<file path="src/rtl/bias_pred_pkg.sv">
// Shared types, widths and the saturating weight update for the bias-weight table.
package bias_pred_pkg;

    localparam int IDX_W = 10;
    localparam int W_W   = 2;
    localparam logic [W_W-1:0] W_MAX = {W_W{1'b1}};

    typedef struct packed {
        logic [IDX_W-1:0] index;
        logic             taken;
    } upd_entry_t;

    typedef enum logic {
        ST_IDLE = 1'b0,
        ST_RMW  = 1'b1
    } state_t;

    // One extra bit catches both overflow past W_MAX and underflow below zero.
    function automatic logic [W_W-1:0] sat_update(input logic [W_W-1:0] w, input logic taken);
        logic [W_W:0] one;
        logic [W_W:0] ext;
        logic [W_W-1:0] res;
        one = {{W_W{1'b0}}, 1'b1};
        ext = taken ? ({1'b0, w} + one) : ({1'b0, w} - one);
        if (taken) begin
            res = (ext > {1'b0, W_MAX}) ? W_MAX : ext[W_W-1:0];
        end else begin
            res = ext[W_W] ? '0 : ext[W_W-1:0];
        end
        return res;
    endfunction

endpackage

</file>
<file path="src/rtl/bias_update_ctrl_if.sv">
// Prediction read-port, training-request and table-port signals of bias_update_ctrl.
interface bias_update_ctrl_if;
    import bias_pred_pkg::*;

    logic             pred_valid;
    logic [IDX_W-1:0] pred_index;
    logic             pred_stall;
    logic             upd_valid;
    logic             upd_ready;
    logic [IDX_W-1:0] upd_index;
    logic             upd_taken;
    logic [IDX_W-1:0] tbl_index;
    logic [W_W-1:0]   tbl_weight;
    logic [IDX_W-1:0] tbl_index_update;
    logic [W_W-1:0]   tbl_weight_update;
    logic             tbl_en;
    logic             busy;

    modport slave (
        input  pred_valid, pred_index, upd_valid, upd_index, upd_taken, tbl_weight,
        output pred_stall, upd_ready, tbl_index, tbl_index_update, tbl_weight_update,
               tbl_en, busy
    );

    modport master (
        output pred_valid, pred_index, upd_valid, upd_index, upd_taken, tbl_weight,
        input  pred_stall, upd_ready, tbl_index, tbl_index_update, tbl_weight_update,
               tbl_en, busy
    );

endinterface

</file>
<file path="src/rtl/bias_upd_fifo.sv">
// Synchronous training-request FIFO with full/empty/count flags.
// Latency: pushed entry visible at pop_dat one cycle after the push edge.
// Backpressure: push ignored while full (even with a simultaneous pop); pop ignored while empty.
module bias_upd_fifo #(
    parameter int W     = 11,
    parameter int DEPTH = 4
) (
    input  logic                     clk,
    input  logic                     rst,
    input  logic                     push,
    input  logic [W-1:0]             push_dat,
    input  logic                     pop,
    output logic [W-1:0]             pop_dat,
    output logic                     full,
    output logic                     empty,
    output logic [$clog2(DEPTH):0]   count
);
    localparam int AW = $clog2(DEPTH);

    logic [W-1:0]  mem [DEPTH];
    logic [AW-1:0] wr_ptr;
    logic [AW-1:0] rd_ptr;
    logic [AW:0]   cnt;
    logic          do_push;
    logic          do_pop;

    assign full    = (cnt == (AW+1)'(DEPTH));
    assign empty   = (cnt == '0);
    assign count   = cnt;
    assign do_push = push && !full;
    assign do_pop  = pop && !empty;
    assign pop_dat = mem[rd_ptr];

    always_ff @(posedge clk) begin
        if (rst) begin
            wr_ptr <= '0;
            rd_ptr <= '0;
            cnt    <= '0;
        end else begin
            if (do_push) wr_ptr <= wr_ptr + AW'(1);
            if (do_pop)  rd_ptr <= rd_ptr + AW'(1);
            case ({do_push, do_pop})
                2'b10:   cnt <= cnt + (AW+1)'(1);
                2'b01:   cnt <= cnt - (AW+1)'(1);
                default: cnt <= cnt;
            endcase
        end
    end

    always_ff @(posedge clk) begin
        if (do_push) mem[wr_ptr] <= push_dat;
    end

endmodule

</file>
<file path="src/rtl/bias_update_ctrl.sv">
// Bias-weight training sequencer: buffers requests and read-modify-writes 2-bit weights.
// Latency: push to table write in 2 cycles when the read port is free; one update per 2 cycles.
// Backpressure: upd_ready drops when the FIFO is full; prediction stalls only on a starvation grant.
module bias_update_ctrl
    import bias_pred_pkg::*;
#(
    parameter int FIFO_DEPTH   = 4,
    parameter int STARVE_LIMIT = 8
) (
    input  logic              clk,
    input  logic              rst,
    bias_update_ctrl_if.slave bus
);
    localparam int CNT_W = $clog2(FIFO_DEPTH) + 1;
    localparam int STV_W = $clog2(STARVE_LIMIT + 1);
    localparam logic [STV_W-1:0] STV_MAX = STV_W'(STARVE_LIMIT);

    state_t           state;
    state_t           state_nxt;
    logic [STV_W-1:0] starve_cnt;
    upd_entry_t       push_dat;
    upd_entry_t       head;
    logic             fifo_push;
    logic             fifo_pop;
    logic             fifo_full;
    logic             fifo_empty;
    logic [CNT_W-1:0] fifo_count;
    logic             grant;
    logic             tbl_en;
    logic [IDX_W-1:0] tbl_index;
    logic [W_W-1:0]   tbl_weight_update;

    assign push_dat  = '{index: bus.upd_index, taken: bus.upd_taken};
    assign fifo_push = bus.upd_valid && !fifo_full;

    bias_upd_fifo #(
        .W     ($bits(upd_entry_t)),
        .DEPTH (FIFO_DEPTH)
    ) u_fifo (
        .clk      (clk),
        .rst      (rst),
        .push     (fifo_push),
        .push_dat (push_dat),
        .pop      (fifo_pop),
        .pop_dat  (head),
        .full     (fifo_full),
        .empty    (fifo_empty),
        .count    (fifo_count)
    );

    always_ff @(posedge clk) begin
        if (rst) begin
            state <= ST_IDLE;
        end else begin
            state <= state_nxt;
        end
    end

    // Write enable is masked by rst so an RMW caught by reset never reaches the table.
    always_comb begin
        state_nxt         = state;
        grant             = 1'b0;
        fifo_pop          = 1'b0;
        tbl_en            = 1'b0;
        tbl_index         = bus.pred_index;
        tbl_weight_update = sat_update(bus.tbl_weight, head.taken);
        case (state)
            ST_IDLE: begin
                grant = !rst && !fifo_empty && (!bus.pred_valid || (starve_cnt == STV_MAX));
                if (grant) begin
                    tbl_index = head.index;
                    state_nxt = ST_RMW;
                end
            end
            ST_RMW: begin
                tbl_en    = !rst;
                fifo_pop  = 1'b1;
                state_nxt = ST_IDLE;
            end
            default: state_nxt = ST_IDLE;
        endcase
    end

    always_ff @(posedge clk) begin
        if (rst) begin
            starve_cnt <= '0;
        end else if (state == ST_IDLE) begin
            if (fifo_empty || grant) begin
                starve_cnt <= '0;
            end else if (bus.pred_valid && (starve_cnt != STV_MAX)) begin
                starve_cnt <= starve_cnt + STV_W'(1);
            end
        end
    end

    assign bus.pred_stall        = bus.pred_valid && grant;
    assign bus.upd_ready         = !fifo_full;
    assign bus.busy              = (fifo_count != '0) || (state == ST_RMW);
    assign bus.tbl_index         = tbl_index;
    assign bus.tbl_en            = tbl_en;
    assign bus.tbl_index_update  = head.index;
    assign bus.tbl_weight_update = tbl_weight_update;

endmodule

</file>
<file path="src/flat_wrapper.sv">
// flat-port wrapper written by rule: the top's interface ports become plain ports
module bias_update_ctrl_flat import bias_pred_pkg::*;
#(
    parameter int FIFO_DEPTH   = 4,
    parameter int STARVE_LIMIT = 8
)
  (clk, rst, bus_pred_valid, bus_pred_index, bus_upd_valid, bus_upd_index, bus_upd_taken, bus_tbl_weight, bus_pred_stall, bus_upd_ready, bus_tbl_index, bus_tbl_index_update, bus_tbl_weight_update, bus_tbl_en, bus_busy);
  bias_update_ctrl_if bus_i ();
  input  logic clk;
  input  logic rst;
  input wire logic [$bits(bus_i.pred_valid)-1:0] bus_pred_valid;
  input wire logic [$bits(bus_i.pred_index)-1:0] bus_pred_index;
  input wire logic [$bits(bus_i.upd_valid)-1:0] bus_upd_valid;
  input wire logic [$bits(bus_i.upd_index)-1:0] bus_upd_index;
  input wire logic [$bits(bus_i.upd_taken)-1:0] bus_upd_taken;
  input wire logic [$bits(bus_i.tbl_weight)-1:0] bus_tbl_weight;
  output wire logic [$bits(bus_i.pred_stall)-1:0] bus_pred_stall;
  output wire logic [$bits(bus_i.upd_ready)-1:0] bus_upd_ready;
  output wire logic [$bits(bus_i.tbl_index)-1:0] bus_tbl_index;
  output wire logic [$bits(bus_i.tbl_index_update)-1:0] bus_tbl_index_update;
  output wire logic [$bits(bus_i.tbl_weight_update)-1:0] bus_tbl_weight_update;
  output wire logic [$bits(bus_i.tbl_en)-1:0] bus_tbl_en;
  output wire logic [$bits(bus_i.busy)-1:0] bus_busy;
  assign bus_i.pred_valid = bus_pred_valid;
  assign bus_i.pred_index = bus_pred_index;
  assign bus_i.upd_valid = bus_upd_valid;
  assign bus_i.upd_index = bus_upd_index;
  assign bus_i.upd_taken = bus_upd_taken;
  assign bus_i.tbl_weight = bus_tbl_weight;
  assign bus_pred_stall = bus_i.pred_stall;
  assign bus_upd_ready = bus_i.upd_ready;
  assign bus_tbl_index = bus_i.tbl_index;
  assign bus_tbl_index_update = bus_i.tbl_index_update;
  assign bus_tbl_weight_update = bus_i.tbl_weight_update;
  assign bus_tbl_en = bus_i.tbl_en;
  assign bus_busy = bus_i.busy;
  bias_update_ctrl #(.FIFO_DEPTH(FIFO_DEPTH), .STARVE_LIMIT(STARVE_LIMIT)) u_core (.clk(clk), .rst(rst), .bus(bus_i));
endmodule
</file>
<file path="config.mk">
export PLATFORM = sky130hd
export DESIGN_NAME = bias_update_ctrl_flat
export DESIGN_NICKNAME = d
export VERILOG_FILES = /design/src/rtl/bias_pred_pkg.sv /design/src/rtl/bias_update_ctrl_if.sv /design/src/rtl/bias_upd_fifo.sv /design/src/rtl/bias_update_ctrl.sv /design/src/flat_wrapper.sv
export SDC_FILE = /design/constraint.sdc
export NUM_CORES = 1
export LEC_CHECK = 0
export BUFFER_PORTS_ARGS = -buffer_cell sky130_fd_sc_hd__buf_4
export CORE_MARGIN = 2
export CORE_UTILIZATION = 40
export CTS_BUF_LIST = sky130_fd_sc_hd__clkbuf_2
export CTS_CLUSTER_SIZE = 20
export DETAILED_ROUTE_END_ITERATION = 12
export GPL_ROUTABILITY_DRIVEN = 0
export PLACE_DENSITY = 0.59
export SLEW_MARGIN = 20
export SYNTH_ARGS = -nofsm -noshare
export SYNTH_HDL_FRONTEND = slang
export SYNTH_HIERARCHICAL = 1
export SYNTH_SLANG_ARGS = --single-unit
export TNS_END_PERCENT = 100
</file>
<file path="constraint.sdc">
create_clock -name clk -period 2.4 [get_ports clk]
set_input_delay 0.12 -clock clk [delete_from_list [all_inputs] [get_ports clk]]
set_output_delay 0.12 -clock clk [all_outputs]
set_load 0.01 [all_outputs]
</file>
==> out/results.ini, run 1 <==
[setup_path]
crit_required_ns = 2.28
end_kind = output port
critPathArrivalTime_ns = 2.25
path_cells = mux4_2 -> fa_1 -> buf_4 -> o21ai_2 -> buf_4
crit_path_max_incr_delay_ns = 0.54
worst_path_max_delay_cell = mux4_2
worst-setup-path-type = flop to output port
crit_path_max_fanout = 2
crit_path_start_kind = flop
crit_top_cell = buf_4

[power_and_ir_drop]
ir_drop_v = 0.0004034
totalPowerFinal_w = 0.002203
power_density_nw_per_um2 = 629.4
leakage_nw = 1.334

[die]
dieArea_um2 = 7027
num_rows = 29
start_util_pct = 40.84
ios = 53
die_height_um = 83.83
chipWidth_um = 83.83
core_area_um2 = 6241

[global_routing]
grt_use_met3_pct = 3.956
grt_pass1_vias = 1743
grt_use_met1_pct = 18.36
grt.met2_usage_pct = 27.05
grt_overflow = 0
gr-usage-all-layers_pct = 15.74
grt_pass1_wl_mm = 8.355
busiest_layer = met2
antenna_found_initial = 0
grt_max_degree = 16

[cells_and_area]
nets = 287
area_delta_synth_final_pct = 37.31
fill_cells = 525
drive_above_1_share_pct = 48.05
seqCellArea_um2 = 1614
stdcell_count = 333
multiInputGateArea_um2 = 937.1
diodes = 0
final_area_um2 = 3500

[synth]
yosysMostFrequentCell = edfxtp_1
ys_types = 35
synthMuxAreaShare_pct = 14.53
synth_common_cells = edfxtp_1 (44), dfxtp_1 (14), inv_1 (13)
synth_top_cell_by_area = edfxtp_1
synth_seq_cells = 58
syn_nets = 198
yosys.area_share.simple_pct = 9.131
netlist.area_leader.share_pct = 51.84
syn_avg_cell_area_um2 = 15.73
syn-cell-area_um2 = 2549
synth-compound-area-share_pct = 4.516
synth_edf_count = 44
synth.area.top_cells = edfxtp_1 (52%), dfxtp_1 (11%), mux4_2 (9.7%), mux2_2 (4.4%), ha_1 (3.4%)
syn_inst = 162
ys_seq_area_share_pct = 62.84
ys_warn_count = 6
synth_xor_xnor_area_share_pct = 1.031
synth_top_family_by_area = multiplexers
yosys.area_share.adder_pct = 5.007
synthArstFlopShare_pct = 0
ys.flop_type = edfxtp_1

[timing]
finalSetupTns_ns = 0
setup_viol = 0
max-slew-margin-rel_pct = 56.98
clock.fmax_mhz = 422.3
whs_ns = 0.1439
fin_crit_sh_pct = 98.67
post-route-min-period_ns = 2.368
hold_viol_final = 0
worstMarginPinSlew_ns = 0.6453
skew_ns = 0.007805
slew_viol_final = 0
rsz0062_at_grt = yes

[clock_tree]
clk_latency_ns = 0.45
cts_tree = yes
cts_root_buf = clkbuf_2
h-tree-depth = 3
clock_path_buffers = 2
clock-sinks = 58
numCtsBuffers = 9
clkTransAtPathRegs_ns = 0.16

[routing]
wl_per_cell_um = 15.78
vias = 1651
wl_mm = 5.254
ant_nets = 0
first_iter_violations = 91
viasPerCell = 4.958
drtPass1Iterations = 4
drc = 0

[worst_hold_path]
min_path_type = input port to flop

[job]
maxCapViolCount = 0

[run_status]
outcome = finished clean

[placed_design]
numPortBuffers = 52
dp_cells = 293
detailed_place_hpwl_mm = 3.339
placed_area_um2 = 3054

-- flip-flops by register name, indices dropped and copies added, names as in the netlist, named ones only --
signal                cells
u_core/u_fifo/rd_ptr      2
u_core/u_fifo/mem        44
u_core/u_fifo/wr_ptr      2
u_core/u_fifo/count       3
u_core/state              1
u_core/starve_cnt         4
-- cell usage in the layout, fill, tap and decap left out, types with 3 or more instances in the layout --
| master | n |
|---|---|
| dfxtp_2 | 4 |
| clkbuf_2 | 9 |
| edfxtp_1 | 44 |
| buf_4 | 57 |
| mux2_4 | 10 |
| o21ai_0 | 5 |
| dfxtp_1 | 8 |
| and2_1 | 4 |
| clkinv_1 | 4 |
| dlygate4sd3_1 | 12 |
| a21oi_1 | 6 |
| nand2_1 | 7 |
| or3_1 | 3 |
| mux4_2 | 11 |
| inv_1 | 11 |
| xor2_1 | 3 |
| buf_6 | 12 |
| nor2_1 | 6 |
| ha_1 | 5 |
-- where the power goes --
group | switching [W] | total, W | internal (W)
combinational | 0.000210 | 0.000464 | 0.000254
clock | 0.000346 | 0.000573 | 0.000227
sequential | 0.0000298 | 0.00117 | 0.00114
-- cell type report --
| cell class | count | area share, % |
|---|---|---|
| Clock buffer | 9 | 1.287 |
| Clock inverter | 7 | 1.716 |
| Inverter | 13 | 1.394 |
| Multi-Input combinational cell | 87 | 26.78 |
| Sequential cell | 58 | 46.12 |
| Tap cell | 77 | 2.753 |
| Timing Repair Buffer | 82 | 19.95 |
-- kinds of logic after synthesis --
logic type,count (synthesis)
buffers and inverters,17
xor gates and xnor gates,3
AOI/OAI and AO/OA,16
DFF,58
adders and majority gates,9
muxes,22
and+or+nand+nor,37
-- critical path, delay by kind of cell (launching register included) --
kind            cells  cell delay (ns)
flops               1             0.37
fa+ha+maj           1             0.50
compound gates      1             0.10
buf+inv             2             0.28
mux                 1             0.54
-- worst paths after layout --
kind	slack, ns	depth (start not counted)	start	to
setup / recovery	0.03	5	flop	bus_tbl_weight_update[1]
hold / removal	0.14	4	bus_pred_valid	u_core/starve_cnt[0]
setup reg to reg	0.15	11	u_core/u_fifo/count[0]	u_core/u_fifo/count[2]
hold reg to reg	0.50	2	u_core/u_fifo/rd_ptr[1]	flop
-- metal layers --
layer,part of all wire [%],up-vias
li1,-,786
met1,41,816
met2,53,37
met3,4.2,12
met4,2.1,0
met5,0,-
-- stage by stage --
step           utilization (%)  setup slack, ns
2_1_floorplan                -           0.2589
3_3_place_gp             48.94           0.1552
3_5_place_dp             48.94          0.01937
4_1_cts                  53.83         -0.02266
5_1_grt                  56.07         -0.08992
6_report                 56.07          0.03193
-- what timing repair did --
item	4_1_cts	5_1_grt
hold buffers	12	0
endpoints found under the setup margin	11	14
pin swaps	2	7
gates cloned	1	0
buffers inserted	6	5
hold endpoints to repair	56	0
resized for setup	11	31
No activity file was read; power rests on OpenSTA's default activity.
==> run 2, diff against run 1 <==
--- a/config.mk
+++ b/config.mk
@@ -7,12 +7,12 @@
 export LEC_CHECK = 0
 export BUFFER_PORTS_ARGS = -buffer_cell sky130_fd_sc_hd__buf_4
 export CORE_MARGIN = 2
-export CORE_UTILIZATION = 40
+export CORE_UTILIZATION = 45
 export CTS_BUF_LIST = sky130_fd_sc_hd__clkbuf_2
 export CTS_CLUSTER_SIZE = 20
 export DETAILED_ROUTE_END_ITERATION = 12
 export GPL_ROUTABILITY_DRIVEN = 0
-export PLACE_DENSITY = 0.59
+export PLACE_DENSITY = 0.66
 export SLEW_MARGIN = 20
 export SYNTH_ARGS = -nofsm -noshare
 export SYNTH_HDL_FRONTEND = slang
==> run 2 against run 1 <==
Effect of this change: die area shrank 11%; cell count down 0.90%; critical path depth did not move; maximum frequency grew 0.48%; sequential share of layout area shrank 0.060 points; wire length increased by 4.3%; final area rose by 0.29%; worst setup slack improved by 0.011 ns; global-route usage grew 2.0 points; clock skew increased by 0.011 ns; critical path type unchanged; critical endpoint unchanged; largest cell class unchanged; largest power group unchanged; highest routed layer unchanged.
==> out/results.ini, run 2 (synthesis gave the netlist of run 1 again) <==
[clock_tree]
clk_latency_ns = 0.43  ; -0.02 ns
h-tree-depth = 3  ; unchanged
clkTransAtPathRegs_ns = 0.16  ; about the same
cts_tree = yes
cts_root_buf = clkbuf_2
clock_path_buffers = 2  ; unchanged
clock-sinks = 58  ; unchanged
numCtsBuffers = 9  ; unchanged

[routing]
viasPerCell = 5.136  ; +3.6%
drc = 0  ; unchanged
ant_nets = 0  ; unchanged
drtPass1Iterations = 4  ; unchanged
wl_mm = 5.479  ; +4.3%
first_iter_violations = 93  ; +2.2%
vias = 1695  ; +2.7%
wl_per_cell_um = 16.60  ; +5.2%

[cells_and_area]
largest_register_ffs = 44  ; unchanged
final_cell_mix = buf_4 (60), edfxtp_1 (44), buf_6 (12), dlygate4sd3_1 (12)
fill_cells = 409  ; -22%
drive_above_1_share_pct = 50.00  ; +2.0 points
mostFrequentLayoutCell = buf_4
regMostFlops = u_core/u_fifo/mem
area_delta_synth_final_pct = 37.70
diodes = 0  ; unchanged
nets = 289  ; +0.70%
final_area_um2 = 3510  ; +0.29%

[timing]
whs_ns = 0.06408  ; -0.07981 ns
slew_viol_final = 0  ; unchanged
skew_ns = 0.01894  ; +0.01113 ns
rsz0062_at_grt = yes
max-slew-margin-rel_pct = 68.86  ; +12 points
post-route-min-period_ns = 2.357  ; -0.01128 ns
finalSetupTns_ns = 0  ; unchanged
clock.fmax_mhz = 424.3  ; +0.48%
setup_viol = 0  ; unchanged
hold_viol_final = 0  ; unchanged
fin_crit_sh_pct = 98.20  ; -0.47 points
worstMarginPinSlew_ns = 0.4646  ; -0.1806 ns

[power_and_ir_drop]
p_sw_w = 0.0005866  ; +0.19%
p_sw_share_pct = 26.43  ; -0.14 points
totalPowerFinal_w = 0.002219  ; +0.74%
power_density_nw_per_um2 = 632.3  ; +0.45%
seqPwrFrac_pct = 52.3  ; -0.6 points
p_int_w = 0.001632  ; +0.93%
combPwrFrac_pct = 21.5  ; +0.4 points
clkPwrFrac_pct = 26.2  ; +0.2 points
leakage_nw = 1.359  ; +1.8%
ir_drop_v = 0.0003462  ; -14%

[worst_hold_path]
hold_start = bus_pred_valid
min_path_cells = 3  ; -1
whs_endpoint = u_core/state
min_path_type = input port to flop

[global_routing]
antenna_found_initial = 0  ; unchanged
grt_overflow = 0  ; unchanged
gr-usage-all-layers_pct = 17.72  ; +2.0 points
grt_pass1_vias = 1741  ; -0.11%
grt_pass1_wl_mm = 8.231  ; -1.5%
grt_max_degree = 16  ; unchanged

[placed_design]
detailed_place_hpwl_mm = 3.531  ; +5.7%
placed_area_um2 = 3063  ; +0.29%
numPortBuffers = 52  ; unchanged

[job]
maxCapViolCount = 0  ; unchanged

[die]
core_area_um2 = 5473  ; -12%
die_height_um = 79.26  ; -5.5%
chipWidth_um = 79.26  ; -5.5%
num_rows = 27  ; -6.9%
ios = 53  ; unchanged
dieArea_um2 = 6281  ; -11%
start_util_pct = 46.57  ; +5.7 points

[run_status]
outcome = finished clean

[setup_path]
timing.rr.end = u_core/u_fifo/count[2]
path_cells = mux4_2 -> fa_1 -> buf_4 -> o21ai_2 -> buf_4
crit_required_ns = 2.28  ; about the same
crit_path_start_kind = flop
crit_path_max_incr_delay_ns = 0.55  ; about the same
worst_path_max_delay_cell = mux4_2
reg2reg_slack_ns = 0.13  ; -0.02 ns
crit_top_cell = buf_4
end_kind = output port
r2r_cells = 11  ; unchanged
critPathArrivalTime_ns = 2.24  ; about the same
crit_path_max_fanout = 2  ; unchanged
r2r-start = u_core/u_fifo/count[0]
worst-setup-path-type = flop to output port

run 2: worst max path at each step:
stage / cells after the start / startpoint / to
4_1_cts: 7 / u_core/starve_cnt[0] / bus_tbl_index[3]
5_1_grt: 6 / flop / bus_tbl_weight_update[1]
3_5_place_dp: 11 / u_core/u_fifo/count[2] / u_core/u_fifo/count[2]
6_report: 5 / flop / bus_tbl_weight_update[1]
2_1_floorplan: 11 / u_core/u_fifo/count[2] / u_core/u_fifo/count[2]
3_3_place_gp: 11 / u_core/u_fifo/count[2] / u_core/u_fifo/count[2]
run 2: power by group through the flow:
stage | clock network, W | registers (W) | logic, W
after floorplan | 0 | 0.00118 | 0.000208
after global placement | 0 | 0.00118 | 0.000368
after detailed placement | 0 | 0.00119 | 0.000382
after CTS | 0.000601 | 0.00117 | 0.000420
after global routing | 0.000645 | 0.00117 | 0.000512
final | 0.000582 | 0.00116 | 0.000476
run 2: area by class of cell:
type | instances | area (um2) | area share [%]
clock buffers | 10 | 50.05 | 1.426
clock inverters | 6 | 57.56 | 1.640
inverters | 13 | 48.80 | 1.390
multi-input cells | 87 | 940.9 | 26.81
flip-flops and latches | 58 | 1617 | 46.06
well taps | 72 | 90.09 | 2.567
repair buffers | 84 | 705.7 | 20.11
run 2: metrics by stage:
step           utilization (%)  setup slack (ns)  std cells
2_1_floorplan                -            0.2589        162
3_3_place_gp             55.97            0.1666        290
3_5_place_dp             55.97          -0.05503        290
4_1_cts                  61.48         -0.006969        324
5_1_grt                  64.13          -0.06846        330
6_report                 64.13           0.04321        330
run 2: metal layers:
| layer | routed length [um] | GRT usage (%) |
|---|---|---|
| met1 | 2194 | 19.88 |
| met2 | 2925 | 32.29 |
| met3 | 273 | 4.091 |
| met4 | 84 | 7.241 |
| met5 | 0 | 0 |
run 2: critical path: cells and delay by family (launching register included):
family / cells / cell delay, ns
mux: 1 / 0.55
fa+ha+maj: 1 / 0.48
flops: 1 / 0.38
buf+inv: 2 / 0.28
compound gates: 1 / 0.11
run 2: what timing repair did:
action | 4_1_cts | 5_1_grt
pin swaps | 5 | 7
endpoints found under the setup margin | 12 | 13
endpoints found under the hold margin | 56 | 0
hold buffers | 12 | 0
buffers inserted | 5 | 6
resized for setup | 12 | 30
cloned | 1 | 0
